## src/rtl/bubble_sort_ctrl.sv

```systemverilog
// Load/sort/drain bubble sorter. A single shared greater-than comparator does
// one adjacent compare-and-swap per cycle during the SORT phase.
module bubble_sort_ctrl #(
    parameter int unsigned NBITS  = 4,
    parameter int unsigned NELEMS = 4
) (
    input  logic             clk,
    input  logic             rst,
    input  logic             in_val,
    output logic             in_rdy,
    input  logic [NBITS-1:0] in_msg,
    output logic             out_val,
    input  logic             out_rdy,
    output logic [NBITS-1:0] out_msg,
    output logic             busy
);

    localparam int unsigned CW = $clog2(NELEMS);
    localparam logic [CW-1:0] LAST      = CW'(NELEMS - 1);
    localparam logic [CW-1:0] LAST_PAIR = CW'(NELEMS - 2);

    typedef enum logic [1:0] {StLoad, StSort, StDrain} state_e;

    state_e state_q, state_d;

    logic [CW-1:0]    wcnt_q, wcnt_d;
    logic [CW-1:0]    rcnt_q, rcnt_d;
    logic [CW-1:0]    idx_q, idx_d;
    logic [CW-1:0]    pass_q, pass_d;
    logic [CW-1:0]    idx_nxt;
    logic [NBITS-1:0] mem_q [NELEMS];

    logic [NBITS-1:0] cmp_a, cmp_b;
    logic             cmp_gt;
    logic             in_fire;
    logic             do_swap;

    // The one and only magnitude comparator in the block.
    assign idx_nxt = idx_q + CW'(1);
    assign cmp_a   = mem_q[idx_q];
    assign cmp_b   = mem_q[idx_nxt];
    assign cmp_gt  = cmp_a > cmp_b;

    always_comb begin
        state_d = state_q;
        wcnt_d  = wcnt_q;
        rcnt_d  = rcnt_q;
        idx_d   = idx_q;
        pass_d  = pass_q;
        in_rdy  = 1'b0;
        out_val = 1'b0;
        out_msg = '0;
        busy    = 1'b0;
        in_fire = 1'b0;
        do_swap = 1'b0;

        unique case (state_q)
            StLoad: begin
                in_rdy  = ~rst;
                in_fire = in_val & ~rst;
                if (in_fire) begin
                    if (wcnt_q == LAST) begin
                        wcnt_d  = '0;
                        state_d = StSort;
                    end else begin
                        wcnt_d = wcnt_q + CW'(1);
                    end
                end
            end
            StSort: begin
                busy    = 1'b1;
                // Strict compare: equal neighbours stay put, keeping the sort stable.
                do_swap = cmp_gt;
                if (idx_q == LAST_PAIR) begin
                    idx_d = '0;
                    if (pass_q == LAST_PAIR) begin
                        pass_d  = '0;
                        state_d = StDrain;
                    end else begin
                        pass_d = pass_q + CW'(1);
                    end
                end else begin
                    idx_d = idx_nxt;
                end
            end
            StDrain: begin
                out_val = 1'b1;
                out_msg = mem_q[rcnt_q];
                if (out_rdy) begin
                    if (rcnt_q == LAST) begin
                        rcnt_d  = '0;
                        state_d = StLoad;
                    end else begin
                        rcnt_d = rcnt_q + CW'(1);
                    end
                end
            end
            default: state_d = StLoad;
        endcase
    end

    always_ff @(posedge clk or posedge rst) begin
        if (rst) begin
            state_q <= StLoad;
            wcnt_q  <= '0;
            rcnt_q  <= '0;
            idx_q   <= '0;
            pass_q  <= '0;
            for (int k = 0; k < int'(NELEMS); k++) begin
                mem_q[k] <= '0;
            end
        end else begin
            state_q <= state_d;
            wcnt_q  <= wcnt_d;
            rcnt_q  <= rcnt_d;
            idx_q   <= idx_d;
            pass_q  <= pass_d;
            if (in_fire) begin
                mem_q[wcnt_q] <= in_msg;
            end
            if (do_swap) begin
                mem_q[idx_q]   <= cmp_b;
                mem_q[idx_nxt] <= cmp_a;
            end
        end
    end

endmodule
```

## config.mk

```make
export PLATFORM = sky130hd
export DESIGN_NAME = bubble_sort_ctrl
export DESIGN_NICKNAME = d
export VERILOG_FILES = /design/src/rtl/bubble_sort_ctrl.sv
export SDC_FILE = /design/constraint.sdc
export NUM_CORES = 1
export LEC_CHECK = 0
export ABC_CLOCK_PERIOD_IN_PS = 8000
export BUFFER_PORTS_ARGS = -buffer_cell sky130_fd_sc_hd__buf_4
export CORE_ASPECT_RATIO = 0.5
export CORE_UTILIZATION = 30
export CTS_CLUSTER_DIAMETER = 40
export DETAILED_ROUTE_END_ITERATION = 10
export HOLD_SLACK_MARGIN = 0.15
export PLACE_DENSITY = 0.54
export SLEW_MARGIN = 20
export SYNTH_ARGS = -nofsm -noshare
export SYNTH_HDL_FRONTEND = slang
export SYNTH_SLANG_ARGS = --single-unit
```

## constraint.sdc

```tcl
create_clock -name clk -period 8 [get_ports clk]
set_clock_uncertainty 0.2 [all_clocks]
set_input_delay 0.4 -clock clk [delete_from_list [all_inputs] [get_ports clk]]
set_output_delay 0.4 -clock clk [all_outputs]
set_load 0.005 [all_outputs]
```

==> results of run 1 <==
[metrics by stage]
stage,hold WS (ns),utilization,std cells
after CTS,0.242,0.351,301
after floorplan,0.240,-,199
after global placement,0.306,0.338,297
after detailed placement,0.317,0.338,297
final,0.230,0.352,302
after global routing,0.274,0.352,302
[cells in the mapped netlist, drive strengths merged]
master / count / area, µm²
a211oi: 38 / 285
dfrtp: 26 / 651
nand2: 20 / 85.1
mux2i: 17 / 170
ha: 13 / 163
inv: 13 / 48.8
mux4: 11 / 248
buf: 7 / 43.8
o21ai: 6 / 30.0
a21oi: 5 / 32.5
nand3: 5 / 25.0
nor2: 5 / 18.8
a211o: 4 / 35.0
and2: 4 / 25.0
nand4b: 4 / 35.0
a222oi: 3 / 30.0
nor3: 3 / 15.0
a21o: 2 / 15.0
clkbuf: 2 / 11.3
nand2b: 2 / 12.5
nor2b: 2 / 20.0
a311oi: 1 / 8.76
clkinv: 1 / 5.00
mux2: 1 / 11.3
nand3b: 1 / 7.51
nand4: 1 / 21.3
nor4b: 1 / 23.8
o211ai: 1 / 21.3
[worst max-delay path, cell delays in order (launching register included)]
cell      delay, ns
dfrtp_1        0.68
inv_1          0.16
ha_1           0.45
mux4_2         0.61
inv_1          0.09
ha_1           0.26
nor2b_4        0.15
o211ai_4       0.66
a21oi_2        0.15
a222oi_1       0.37
[layer usage]
metal,up-vias,part of all wire,GRT usage
met5,-,0,0
met4,0,0.011,0.0300
met3,4,0.073,0.0287
met2,65,0.43,0.239
met1,819,0.48,0.203
li1,795,-,-
[timing repair]
| action | 4_1_cts | 5_1_grt |
|---|---|---|
| endpoints found under the setup margin | 0 | 0 |
| hold buffers | 0 | 1 |
| endpoints found under the hold margin | 0 | 26 |
[area by class of cell]
type | instances | area (µm²) | share of cell area
timing repair buffer | 16 | 123 | 0.0517
clock buffer | 4 | 88.8 | 0.0375
multi-input combinational | 150 | 1340 | 0.565
inverter | 14 | 53.8 | 0.0227
sequential | 26 | 651 | 0.275
tap | 92 | 115 | 0.0486
[registers in the layout, indices dropped and copies added (netlist names)]
name / cells
rcnt_q: 2
state_q: 2
pass_q: 2
wcnt_q: 2
mem_q: 16
idx_q: 2
[how the worst max path moves through the flow]
stage / endpoint / slack [ns] / startpoint
global route: mem_q[7] / 3.80 / idx_q[0]
floorplan: mem_q[11] / 4.89 / idx_q[0]
detailed placement: mem_q[3] / 4.18 / idx_q[0]
CTS: mem_q[3] / 4.12 / idx_q[0]
finish: mem_q[3] / 4.11 / idx_q[0]
global placement: mem_q[11] / 4.25 / idx_q[0]
[cells by family (layout without fill, tap and decap cells)]
| group | count (synthesis) | after routing | share of synthesized area |
|---|---|---|---|
| buffers and inverters | 23 | 34 | 0.0519 |
| AOI/OAI and AO/OA | 60 | 60 | 0.218 |
| and+or+nand+nor | 48 | 48 | 0.138 |
| muxes | 29 | 29 | 0.205 |
| adders and majority gates | 13 | 13 | 0.0775 |
| DFF | 26 | 26 | 0.310 |
==> qor_table.md, run 1 <==
| Parameter | Reported | Unit |
|---|---|---|
| Run status | finished, final reports clean | - |
| H-tree depth reported by CTS | 1 | - |
| Cell area reported after detailed placement | 0.00227 | mm² |
| Ports placed on the boundary | 15 | - |
| Total non-filler cell area in the finished layout | 0.00237 | mm² |
| Standard cell core area | 0.00673 | mm² |
| Remaining design rule violation count | 0 | - |
| Effective utilization at floorplan | 0.312 | - |
| Count of port buffers added during placement | 14 | - |
| Global-route wire length before repair | 8040 | µm |
| Via count of the first global-routing pass | 1,509 | - |
| RePlAce Congestion | 0.805 | - |
| Number of nets in the synthesized netlist | 220 | - |
| Maximum number of pins on one net before global-route repair | 35 | - |
| Cells after synthesis | 199 | - |
| Worst Setup Path Type | flip-flop to flip-flop | - |
| Final count of hold timing violations | 0 | - |
| Worst-case setup margin in the final layout | 4.11 | ns |
| Top achievable clock speed | 257 | MHz |
| Number of different library cells in the post-synthesis netlist | 35 | - |
| Worst hold stages | 4 | - |
| X dimension of the die | 120 | µm |
| Count of vias placed by the detailed router | 1,683 | - |
| Core Rows | 21 | - |
| Worst min-delay path endpoint | state_q[1] | - |
| Post-synthesis sequential area ratio | 0.310 | - |
| Total of endpoints with negative setup slack in the final report | 0 | - |
| Synthesized area per cell | 10.5 | µm² |
| Startpoint of the tightest hold check path | out_rdy | - |
| Register-to-register setup slack | 4.11 | ns |
| Global routing usage summed across all routing layers | 0.145 | - |
| Net total in the final layout | 232 | - |
| Actual transition at the worst max-transition pin | 0.839 | ns |
| Chip Height | 61.1 | µm |
| Detailed-routing iteration count for the pre-antenna-repair pass | 4 | - |
| Antenna violations before repair | 0 | - |
| Worst flop-to-flop path startpoint | idx_q[0] | - |
| Number of resized instances in the post-cts repair step | 0 | - |
| Final wirelength | 5140 | µm |
| End of the worst register-to-register path | mem_q[3] | - |
| Iter 0 DRT Violations | 170 | - |
| Half-perimeter wire length of the detailed placement result | 3900 | µm |
| Setup Total Neg Slack | 0 | ns |
| Number of nets still failing antenna checks after routing | 0 | - |
| Number of synthesis warnings | 0 | - |
| Arrival time at the worst endpoint | 3.83 | ns |
| Worst path required time | 7.95 | ns |
| CTS tree | done | - |
| Commonest non-fill, non-tap cells in the layout | 38 x a211oi_1, 26 x dfrtp_1, 18 x nand2_1 | - |
| Ant. Diodes | 0 | - |
| Category of the worst setup path launch point | flip-flop | - |
| Total number of clock tree sinks | 26 | - |
| Maximum net fanout on the critical path | 34 | - |
| CTS clock-pin slew for the worst setup and hold paths | 0.07 | ns |
| Worst slack at placement | 4.18 | ns |
| Max Buffers Root-to-Sink | 2 | - |
| Later-pin clock latency in the skew report | 0.26 | ns |
| Vias per std cell | 5.57 | - |
| Unrepaired setup endpoints after global routing | false | - |
| Global route overflow | 0 | - |
| Share of the cycle needed by the critical path after routing | 0.486 | - |
| Depth of the most critical reg-to-reg path | 9 | - |
| WL/cell | 17.0 | µm |
| Path category of the worst min-delay check | input pin to flip-flop | - |
| Clock period minus final worst setup slack | 3.89 | ns |
| Area Growth Syn to Fin | 12.9 | % |
| Die area | 0.00735 | mm² |
| Total clock buffers created by CTS | 3 | - |
| Buffers inserted during post-CTS setup optimization | 0 | - |
| Synthesis-stage register bit count | 26 | - |
| Setup crit end kind | flip-flop | - |
| Cell chosen for the clock root | clkbuf_16 | - |
| Slew HR | 0.438 | - |
| Layout fillers | 676 | - |
| Final-report max-slew violation count | 0 | - |
| Number of max-capacitance violations reported | 0 | - |
| Most frequent standard cell in the layout excluding fill and tap cells | a211oi_1 | - |
| Layout cells sized above 1 | 0.195 | - |
| Synthesized cell area | 0.00210 | mm² |
Power of run 1 is left out: the tool's default activity adds up to more than one toggle a clock period on the data nets, which glitch-free logic cannot reach.
==> run 2, diff against run 1 <==
- ABC_CLOCK_PERIOD_IN_PS: 8000 -> 3200
- PLACE_DENSITY: 0.54 -> 0.56
- clock period: 8 -> 3.2 ns (I/O delays scaled with it)
==> qor_table.md, run 2 (synthesized netlist as in run 1, its figures left out) <==
| Parameter | Reported | Unit | Delta |
|---|---|---|---|
| Area Growth Syn to Fin | 18.6 | % |  |
| Final count of hold timing violations | 0 | - | unchanged |
| Total clock buffers created by CTS | 3 | - | unchanged |
| Chip Height | 61.1 | µm | unchanged |
| CTS tree | done | - |  |
| Grt peak-use layer | met2 | - |  |
| H-tree depth reported by CTS | 1 | - | unchanged |
| Clock period minus final worst setup slack | 3.10 | ns | -0.792 ns |
| Global routing usage summed across all routing layers | 0.168 | - | +0.0226 |
| Maximum number of pins on one net before global-route repair | 27 | - | -23% |
| Maximum net fanout on the critical path | 16 | - | -53% |
| Slew HR | 0.612 | - | +0.174 |
| Effective utilization at floorplan | 0.312 | - | unchanged |
| Total non-filler cell area in the finished layout | 0.00249 | mm² | +5.0% |
| Number of nets still failing antenna checks after routing | 0 | - | unchanged |
| Final Core Density | 0.370 | - | +0.0177 |
| Count of vias placed by the detailed router | 1,777 | - | +5.6% |
| Category of the worst setup path launch point | flip-flop | - |  |
| Actual transition at the worst max-transition pin | 0.582 | ns | -0.258 ns |
| Max Buffers Root-to-Sink | 2 | - | unchanged |
| Global routing usage on met1 | 0.224 | - | +0.0214 |
| Antenna violations before repair | 0 | - | unchanged |
| Net total in the final layout | 246 | - | +6.0% |
| Arrival time at the worst endpoint | 3.03 | ns | -0.80 ns |
| Remaining design rule violation count | 0 | - | unchanged |
| Count of port buffers added during placement | 14 | - | unchanged |
| Vias per std cell | 5.64 | - | +1.2% |
| Die area | 0.00735 | mm² | unchanged |
| Layout cells sized above 1 | 0.220 | - | +0.0245 |
| Ports placed on the boundary | 15 | - | unchanged |
| Detailed-routing iteration count for the pre-antenna-repair pass | 5 | - | +1 |
| RePlAce Congestion | 0.873 | - | +8.4% |
| Standard cell core area | 0.00673 | mm² | unchanged |
| GR met3 Demand/Resource | 0.0370 | - | +0.00833 |
| Buffers inserted during post-CTS setup optimization | 0 | - | unchanged |
| Register-to-register setup slack | 0.10 | ns | -4.01 ns |
| Run status | finished, final reports clean | - |  |
| Layout fillers | 675 | - | -0.15% |
| Commonest non-fill, non-tap cells in the layout | 38 x a211oi_1, 26 x dfrtp_1, 23 x buf_4 | - |  |
| WL/cell | 18.2 | µm | +7.2% |
| Register name with the most flops | mem_q | - |  |
| Setup Total Neg Slack | 0 | ns | unchanged |
| Flip-flop count of the largest register, all copies and words added | 16 | - | unchanged |
| Worst path required time | 3.14 | ns | -4.81 ns |
| Final wirelength | 5750 | µm | +12% |
| Later-pin clock latency in the skew report | 0.26 | ns | about the same |
| Share of the cycle needed by the critical path after routing | 0.967 | - | +0.481 |
| Global route overflow | 0 | - | unchanged |
| Setup crit end kind | flip-flop | - |  |
| X dimension of the die | 120 | µm | unchanged |
| Final-report max-slew violation count | 0 | - | unchanged |
| Number of max-capacitance violations reported | 0 | - | unchanged |
| Most frequent standard cell in the layout excluding fill and tap cells | a211oi_1 | - |  |
| Ant. Diodes | 0 | - | unchanged |
| Total number of clock tree sinks | 26 | - | unchanged |
| Total of endpoints with negative setup slack in the final report | 0 | - | unchanged |
| CTS clock-pin slew for the worst setup and hold paths | 0.06 | ns | about the same |
| Path category of the worst min-delay check | flip-flop to flip-flop | - |  |
| Met2 Usage GRT | 0.279 | - | +0.0402 |
| Cell area reported after detailed placement | 0.00233 | mm² | +2.6% |
| Core Rows | 21 | - | unchanged |
| Worst Setup Path Type | flip-flop to flip-flop | - |  |
| Worst hold slack | 0.334 | ns | +0.103 ns |
| Global-route wire length before repair | 9450 | µm | +18% |
| Cell chosen for the clock root | clkbuf_16 | - |  |
| Unrepaired setup endpoints after global routing | false | - |  |
| Via count of the first global-routing pass | 1,815 | - | +20% |
| Half-perimeter wire length of the detailed placement result | 4320 | µm | +11% |
| Top achievable clock speed | 323 | MHz | +26% |
| Iter 0 DRT Violations | 182 | - | +7.1% |
==> run 2: critical path, stage by stage, from the launching register on <==
cell,delay [ns]
dfrtp_1,0.35
buf_4,0.22
mux4_2,0.62
ha_1,0.39
nor2b_4,0.18
o211ai_4,0.11
buf_4,0.22
a211o_1,0.34
a222oi_1,0.34
==> run 2: cell type report <==
| class | count | area (µm²) | area share |
|---|---|---|---|
| Multi-Input combinational cell | 150 | 1350 | 0.543 |
| Tap cell | 92 | 115 | 0.0463 |
| Clock buffer | 3 | 75.1 | 0.0302 |
| Timing Repair Buffer | 30 | 243 | 0.0975 |
| Sequential cell | 26 | 651 | 0.261 |
| Inverter | 14 | 53.8 | 0.0216 |
==> run 2: per-layer routing <==
layer,share of wire,vias up
met5,0,-
met4,0.013,0
met3,0.066,7
met2,0.45,72
met1,0.47,872
li1,-,826
==> run 2: worst paths after layout <==
path                                start   endpoint  depth (start not counted)
max in group asynchronous             rst  rcnt_q[0]                          3
worst min-delay path            pass_q[0]  pass_q[0]                          1
worst max-delay path             idx_q[0]  mem_q[11]                          8
worst min register to register  pass_q[0]  pass_q[0]                          1
min in group asynchronous             rst  mem_q[15]                          3
worst max register to register   idx_q[0]  mem_q[11]                          8
==> run 2: timing repair <==
action / CTS / global route
setup endpoints to repair: 0 / 9
endpoints found under the hold margin: 45 / 0
gates resized for setup: 0 / 2
hold buffers: 7 / 0
==> run 2: through the flow <==
| stage | cells | setup WS [ns] |
|---|---|---|
| after floorplan | 199 | 0.0858 |
| after global placement | 305 | 0.112 |
| after detailed placement | 305 | 0.0377 |
| after CTS | 315 | 0.0105 |
| after global routing | 315 | 0.0171 |
| final | 315 | 0.105 |
Power of run 2 is left out for the same reason.
